$ cat config.mk
export PLATFORM = sky130hd
export DESIGN_NAME = trng_sample_ctrl_flat
export DESIGN_NICKNAME = d
export VERILOG_FILES = /design/src/rtl/trng_pkg.sv /design/src/rtl/trng_sample_ctrl_if.sv /design/src/rtl/trng_vn_debias.sv /design/src/rtl/trng_sample_ctrl.sv /design/src/flat_wrapper.sv
export SDC_FILE = /design/constraint.sdc
export NUM_CORES = 1
export LEC_CHECK = 0
export ABC_AREA = 1
export BUFFER_PORTS_ARGS = -buffer_cell sky130_fd_sc_hd__buf_4
export CELL_PAD_IN_SITES_DETAIL_PLACEMENT = 1
export CELL_PAD_IN_SITES_GLOBAL_PLACEMENT = 1
export CORE_AREA = 2 2 73 75
export CTS_CLUSTER_DIAMETER = 120
export CTS_CLUSTER_SIZE = 8
export DETAILED_ROUTE_END_ITERATION = 10
export DIE_AREA = 0 0 75 77
export MAX_ROUTING_LAYER = met4
export PLACE_DENSITY = 0.74
export SYNTH_ARGS = -nofsm -noshare
export SYNTH_HDL_FRONTEND = slang
export SYNTH_SLANG_ARGS = --single-unit
$ cat constraint.sdc
create_clock -name clk -period 2.4 [get_ports clk]
set_input_delay 0.24 -clock clk [delete_from_list [all_inputs] [get_ports clk]]
set_output_delay 0.24 -clock clk [all_outputs]
set_load 0.01 [all_outputs]
$ cat src/rtl/trng_pkg.sv
// Shared types and constants for the metastable-cell sampling controller.
// Strobe encoding helper keeps the FSM output table in one place.
package trng_pkg;

  typedef enum logic [2:0] {
    S_IDLE,
    S_PRE,
    S_RES,
    S_CAP,
    S_HOLD
  } state_t;

  localparam int WIDTH_DEF     = 8;
  localparam int T_PRE_DEF     = 4;
  localparam int T_RES_DEF     = 4;
  localparam int REP_LIMIT_DEF = 16;
  localparam int CAP_LEN       = 3;

  // {en_samp_in0, en_samp_in1, en_samp_out}
  function automatic logic [2:0] strobes(state_t s);
    unique case (s)
      S_PRE:   return 3'b110;
      S_CAP:   return 3'b001;
      default: return 3'b000;
    endcase
  endfunction

endpackage

$ cat src/rtl/trng_sample_ctrl_if.sv
// Word delivery port of the sampling controller.
// Producer drives data/valid, consumer drives ready.
interface trng_sample_ctrl_if #(
  parameter int WIDTH = 8
);
  logic [WIDTH-1:0] data_out;
  logic             data_valid;
  logic             data_ready;

  modport master (
    output data_out,
    output data_valid,
    input  data_ready
  );

  modport slave (
    input  data_out,
    input  data_valid,
    output data_ready
  );
endinterface

$ cat src/rtl/trng_vn_debias.sv
// Von Neumann pair debiaser plus repetition-count health test.
// Outputs are combinational on the raw strobe so the FSM can act the same cycle.
module trng_vn_debias
  import trng_pkg::*;
#(
  parameter int REP_LIMIT = REP_LIMIT_DEF
) (
  input  logic clk,
  input  logic rst,
  input  logic raw_bit,
  input  logic raw_valid,
  output logic db_bit,
  output logic db_valid,
  output logic rep_fail
);

  localparam int RW = $clog2(REP_LIMIT + 1);

  logic          r_have_a;
  logic          r_a;
  logic          r_last;
  logic [RW-1:0] r_rep;
  logic          w_same;

  assign w_same   = (r_rep != '0) && (raw_bit == r_last);
  assign db_bit   = r_a;
  assign db_valid = raw_valid && r_have_a && (r_a != raw_bit);
  assign rep_fail = raw_valid && w_same &&
                    (r_rep >= RW'(REP_LIMIT - 1));

  always_ff @(posedge clk) begin
    if (rst) begin
      r_have_a <= 1'b0;
      r_a      <= 1'b0;
      r_last   <= 1'b0;
      r_rep    <= '0;
    end else if (raw_valid) begin
      r_last   <= raw_bit;
      r_have_a <= !r_have_a;
      if (!r_have_a)
        r_a <= raw_bit;
      if (!w_same)
        r_rep <= RW'(1);
      else if (r_rep != RW'(REP_LIMIT))
        r_rep <= r_rep + 1'b1;
    end
  end

endmodule

$ cat src/rtl/trng_sample_ctrl.sv
// Precharge/resolve/capture sequencer for the entropy cell.
// Synchronizes the cell output, packs debiased bits, delivers words.
module trng_sample_ctrl
  import trng_pkg::*;
#(
  parameter int WIDTH     = WIDTH_DEF,
  parameter int T_PRE     = T_PRE_DEF,
  parameter int T_RES     = T_RES_DEF,
  parameter int REP_LIMIT = REP_LIMIT_DEF
) (
  input  logic clk,
  input  logic rst,
  input  logic run,
  input  logic ent_bit,
  output logic en_samp_in0,
  output logic en_samp_in1,
  output logic en_samp_out,
  output logic health_fail,
  output logic busy,
  trng_sample_ctrl_if.master dp
);

  localparam int CM1 = (T_PRE > T_RES) ? T_PRE : T_RES;
  localparam int CM2 = (CM1 > CAP_LEN) ? CM1 : CAP_LEN;
  localparam int CW  = $clog2(CM2 + 1);
  localparam int BW  = $clog2(WIDTH);

  state_t           r_state;
  logic [CW-1:0]    r_cnt;
  logic             r_s1;
  logic             r_s2;
  logic             r_in0;
  logic             r_in1;
  logic             r_sout;
  logic             r_hf;
  logic             r_held;
  logic             r_valid;
  logic [WIDTH-1:0] r_sr;
  logic [WIDTH-1:0] r_out;
  logic [BW-1:0]    r_bcnt;

  logic             w_raw_valid;
  logic             w_db_bit;
  logic             w_db_valid;
  logic             w_rep_fail;
  logic             w_hs;
  logic             w_last;
  logic             w_go;
  state_t           w_nxt;
  logic [WIDTH-1:0] w_word;

  trng_vn_debias #(
    .REP_LIMIT (REP_LIMIT)
  ) u_db (
    .clk       (clk),
    .rst       (rst),
    .raw_bit   (r_s2),
    .raw_valid (w_raw_valid),
    .db_bit    (w_db_bit),
    .db_valid  (w_db_valid),
    .rep_fail  (w_rep_fail)
  );

  assign w_raw_valid = (r_state == S_CAP) &&
                       (r_cnt == CW'(CAP_LEN - 1));
  assign w_hs   = r_valid && dp.data_ready;
  assign w_last = (r_bcnt == BW'(WIDTH - 1));
  assign w_go   = run && !r_hf;
  assign w_nxt  = w_go ? S_PRE : S_IDLE;
  assign w_word = r_sr |
    ({{(WIDTH-1){1'b0}}, w_db_bit} << (WIDTH - 1));

  always_ff @(posedge clk) begin
    if (rst) begin
      r_state <= S_IDLE;
      r_cnt   <= '0;
      r_s1    <= 1'b0;
      r_s2    <= 1'b0;
      r_in0   <= 1'b0;
      r_in1   <= 1'b0;
      r_sout  <= 1'b0;
      r_hf    <= 1'b0;
      r_held  <= 1'b0;
      r_valid <= 1'b0;
      r_sr    <= '0;
      r_out   <= '0;
      r_bcnt  <= '0;
    end else begin
      r_s1 <= ent_bit;
      r_s2 <= r_s1;
      if (w_hs)
        r_valid <= 1'b0;
      unique case (r_state)
        S_IDLE: begin
          if (w_go && !r_held) begin
            r_state <= S_PRE;
            r_cnt   <= '0;
            {r_in0, r_in1, r_sout} <= strobes(S_PRE);
          end
        end
        S_PRE: begin
          if (r_cnt == CW'(T_PRE - 1)) begin
            r_state <= S_RES;
            r_cnt   <= '0;
            {r_in0, r_in1, r_sout} <= strobes(S_RES);
          end else begin
            r_cnt <= r_cnt + 1'b1;
          end
        end
        S_RES: begin
          if (r_cnt == CW'(T_RES - 1)) begin
            r_state <= S_CAP;
            r_cnt   <= '0;
            {r_in0, r_in1, r_sout} <= strobes(S_CAP);
          end else begin
            r_cnt <= r_cnt + 1'b1;
          end
        end
        S_CAP: begin
          if (!w_raw_valid) begin
            r_cnt <= r_cnt + 1'b1;
          end else if (w_rep_fail) begin
            // Failure drops the partial word and parks the FSM for good
            r_hf    <= 1'b1;
            r_sr    <= '0;
            r_bcnt  <= '0;
            r_state <= S_IDLE;
            r_cnt   <= '0;
            {r_in0, r_in1, r_sout} <= strobes(S_IDLE);
          end else if (w_db_valid && w_last) begin
            r_bcnt <= '0;
            r_cnt  <= '0;
            if (!r_valid || w_hs) begin
              r_out   <= w_word;
              r_valid <= 1'b1;
              r_sr    <= '0;
              r_state <= w_nxt;
              {r_in0, r_in1, r_sout} <= strobes(w_nxt);
            end else begin
              r_held  <= 1'b1;
              r_sr    <= w_word;
              r_state <= S_HOLD;
              {r_in0, r_in1, r_sout} <= strobes(S_HOLD);
            end
          end else begin
            if (w_db_valid) begin
              r_sr[r_bcnt] <= w_db_bit;
              r_bcnt       <= r_bcnt + 1'b1;
            end
            r_cnt   <= '0;
            r_state <= w_nxt;
            {r_in0, r_in1, r_sout} <= strobes(w_nxt);
          end
        end
        S_HOLD: begin
          if (w_hs) begin
            r_out   <= r_sr;
            r_valid <= 1'b1;
            r_sr    <= '0;
            r_held  <= 1'b0;
            r_cnt   <= '0;
            r_state <= w_nxt;
            {r_in0, r_in1, r_sout} <= strobes(w_nxt);
          end
        end
        default: begin
          r_state <= S_IDLE;
          r_cnt   <= '0;
          {r_in0, r_in1, r_sout} <= 3'b000;
        end
      endcase
    end
  end

  assign en_samp_in0   = r_in0;
  assign en_samp_in1   = r_in1;
  assign en_samp_out   = r_sout;
  assign health_fail   = r_hf;
  assign busy          = (r_state != S_IDLE);
  assign dp.data_out   = r_out;
  assign dp.data_valid = r_valid;

endmodule

$ cat src/flat_wrapper.sv
// flat-port wrapper written by rule: the top's interface ports become plain ports
module trng_sample_ctrl_flat import trng_pkg::*;
#(
  parameter int WIDTH     = WIDTH_DEF,
  parameter int T_PRE     = T_PRE_DEF,
  parameter int T_RES     = T_RES_DEF,
  parameter int REP_LIMIT = REP_LIMIT_DEF
)
  (clk, rst, run, ent_bit, en_samp_in0, en_samp_in1, en_samp_out, health_fail, busy, dp_data_out, dp_data_valid, dp_data_ready);
  trng_sample_ctrl_if #(.WIDTH(WIDTH)) dp_i ();
  input  logic clk;
  input  logic rst;
  input  logic run;
  input  logic ent_bit;
  output logic en_samp_in0;
  output logic en_samp_in1;
  output logic en_samp_out;
  output logic health_fail;
  output logic busy;
  output wire logic [$bits(dp_i.data_out)-1:0] dp_data_out;
  output wire logic [$bits(dp_i.data_valid)-1:0] dp_data_valid;
  input wire logic [$bits(dp_i.data_ready)-1:0] dp_data_ready;
  assign dp_data_out = dp_i.data_out;
  assign dp_data_valid = dp_i.data_valid;
  assign dp_i.data_ready = dp_data_ready;
  trng_sample_ctrl #(.WIDTH(WIDTH), .T_PRE(T_PRE), .T_RES(T_RES), .REP_LIMIT(REP_LIMIT)) u_core (.clk(clk), .rst(rst), .run(run), .ent_bit(ent_bit), .en_samp_in0(en_samp_in0), .en_samp_in1(en_samp_in1), .en_samp_out(en_samp_out), .health_fail(health_fail), .busy(busy), .dp(dp_i));
endmodule
==> results.ini <==
[synthesis]
syn_inst=293
yosys.area_share.simple_pct=32.72
synth_top_family_by_area=simple AND/OR/NAND/NOR gates
ys_types=27
synth_xor_xnor_area_share_pct=0
yosysTopAreaCellShare_pct=39.22
yosysSeqAreaShare_pct=39.22
synth_area_leaders=dfxtp_1, nor2_1, nand2_1, a21oi_1, ha_1
synth_largest_area_cell=dfxtp_1
syn_nets=307
synth-adder-area-share_pct=5.515
yosys-mux-area-fraction_pct=0
synth_area_um2=2042
synth_compound_area_share_pct=14.40
ys_seq_elements=40
avgSynthCellArea_um2=6.969
yosys_warnings=0

[detailed_routing]
first_pass_iters=4
dr_total_vias=1873
ant_nets=0
drt-total-wl_mm=4.977
drcViolationCount=0
avgRoutedWirePerCell_um=13.03
drtIter0Drc=52
drt-vias-per-instance=4.903

[critical_path]
timing.rr.start=u_core.u_db.r_rep[0]$_SDFFE_PP0P_
worstSetupEndpoint=u_core.dp.data_out[1]$_SDFFE_PP0P_
path_buf_inv=1
slowest_stage=dfxtp_1
cp_common_cell=nor2_1
start_kind=flop
endpoint_kind=flop
arrival_ns=2.22
crit_path_start=u_core.u_db.r_rep[0]$_SDFFE_PP0P_
crit_chain=ha_1 -> nand2_1 -> nor2_1 -> ha_1 -> nor2_1 -> nand2_1 -> nand2_2 -> nand2_1 -> nor2_4 -> inv_2 -> nor2_1 -> nor2_1
worstPathMaxFanout=12
regToRegEndpoint=u_core.dp.data_out[1]$_SDFFE_PP0P_
r2r_setup_slack_ns=0.37
cp.required_ns=2.60
worstRegToRegCells=12
cp_num_cells=12
critPathTopFamily=simple AND/OR/NAND/NOR gates
cp_slowest_stage_delay_ns=0.37
critPathKind=flop to flop

[power]
powerDensity_nw_per_um2=703.6
vdd_drop_max_mv=0.4416
power_mw=1.632
clkPwrFrac_pct=28.8
p_leak_nw=0.9901
seqPwrFrac_pct=46.7
combPwrFrac_pct=24.5
switching_power_uw=562.6
p_sw_share_pct=34.47
p_int_mw=1.070

[hold_path]
holdPathStages=3
min_path_type=primary input to flop

[run_status]
run_status=finished, final reports clean

[clock_network]
clock_sinks=40
clock_latency_ns=0.30
cts_buffers=5
cts_tree=built
clk_pin_slew_ns=0.09
postCtsHoldBufs=0
clk_path_buf_depth=2
htreeDepth=2
post-cts-setup-buffers=0
post_cts_resize_count=0
cts-root-buf=clkbuf_8

[sta]
hold_ws_ns=0.1451
rsz0062_at_grt=no
tns_ns=0
fmax_mhz=493.7
tightest_slew_ns=0.7488
final_hold_viol_count=0
worst_clock_skew_ns=0.005242
setup_viol=0
drv_slew=0
finalCritPeriodShare_pct=84.39
relSlewSlack_pct=50.02
fin_crit_ns=2.025

[floorplanning]
rows=26
die_w_um=75
start_util_pct=41.03
fp.dieH_um=77
core_area_um2=4977
boundaryPins=19
dieArea_um2=5775

[grt]
grt_use_total_pct=20.50
grt_pass1_vias=1941
grt_max_degree=25
grt_first_pass_wirelength_mm=8.963
grt_overflow_total=0
grt_antenna_before_repair=0

[placement]
place_congestion=0.7685
numPortBuffers=18
dpl.hpwl_mm=3.652

[cells_and_area]
fillers=668
final_common_cell=nor2_1
fin_nets=325
area_growth_pct=13.60
num_antenna_cells=0
final_cell_mix=nor2_1, nand2_1, dfxtp_1, inv_1, a21oi_1
drive_above_1_share_pct=14.74
postLayoutCoreUtil_pct=46.61

[job]
drv_cap=0

==> stage by stage <==
step	cell area, um^2	cells	setup WS [ns]
floorplan	2042	293	0.7068
global placement	2227	374	0.4174
detailed placement	2227	374	0.3772
CTS	2320	382	0.3465
global route	2320	382	0.06033
finish	2320	382	0.3745
==> power groups by stage <==
stage	Combinational, mW	Sequential (mW)	Clock, mW
2_1_floorplan	0.280	0.776	0
3_3_place_gp	0.396	0.775	0
3_5_place_dp	0.403	0.778	0
4_1_cts	0.406	0.763	0.482
5_1_grt	0.467	0.773	0.508
6_report	0.399	0.763	0.470
==> Yosys cell counts, drive strengths merged <==
master	n
nor2	62
nand2	58
dfxtp	40
inv	33
a21oi	25
o21ai	22
nand3	13
ha	9
nor3	9
clkbuf	5
a211oi	4
nand4	4
a31oi	2
buf	2
or2	2
clkinv	1
o21a	1
o21bai	1
==> state kept, by name, summed over array words and instances (netlist names), 3 cells and up <==
signal              cells
u_core.r_cnt            3
u_core.r_sr             8
u_core.r_state          3
u_core.r_bcnt           3
u_core.u_db.r_rep       5
u_core.dp.data_out      8
==> worst register-to-register path: stages, from the launching register on <==
cell,delay [ns]
dfxtp_1,0.37
ha_1,0.23
nand2_1,0.09
nor2_1,0.05
ha_1,0.17
nor2_1,0.08
nand2_1,0.07
nand2_2,0.22
nand2_1,0.15
nor2_4,0.23
inv_2,0.11
nor2_1,0.11
nor2_1,0.06
==> routing by layer <==
layer  vias up  global-route usage, %  part of all wire (%)
li1        977                      -                     -
met1       866                  26.98                    52
met2        23                  31.32                    44
met3         7                  4.074                   2.8
met4         0                  6.607                   1.6
met5         -                      -                     0
==> worst min path at each step <==
stage | startpoint | end | slack, ns
3_3_place_gp | u_core.r_s1$_SDFF_PP0_ | u_core.r_s2$_SDFF_PP0_ | 0.39
2_1_floorplan | ent_bit | u_core.r_s1$_SDFF_PP0_ | 0.35
6_report | ent_bit | u_core.r_s1$_SDFF_PP0_ | 0.15
3_5_place_dp | u_core.r_s1$_SDFF_PP0_ | u_core.r_s2$_SDFF_PP0_ | 0.41
5_1_grt | ent_bit | u_core.r_s1$_SDFF_PP0_ | 0.15
4_1_cts | ent_bit | u_core.r_s1$_SDFF_PP0_ | 0.14
==> cell families after synthesis <==
family	count (synthesis)
AO/OA/AOI/OAI	55
adder cells (fa/ha/maj)	9
buffers and inverters	41
flip-flops	40
AND/OR/NAND/NOR	148
==> area by class of cell <==
type                       instances  area, um^2  share of cell area (%)
clock buffer                       5       68.82                   2.967
clock inverter                     3       23.77                   1.025
inverter                          34       128.9                   5.556
multi-input combinational        212        1075                   46.33
sequential                        40       800.8                   34.52
tap                               70       87.58                   3.776
timing repair buffer              18       135.1                   5.825
(Power assumes the default switching activity.)
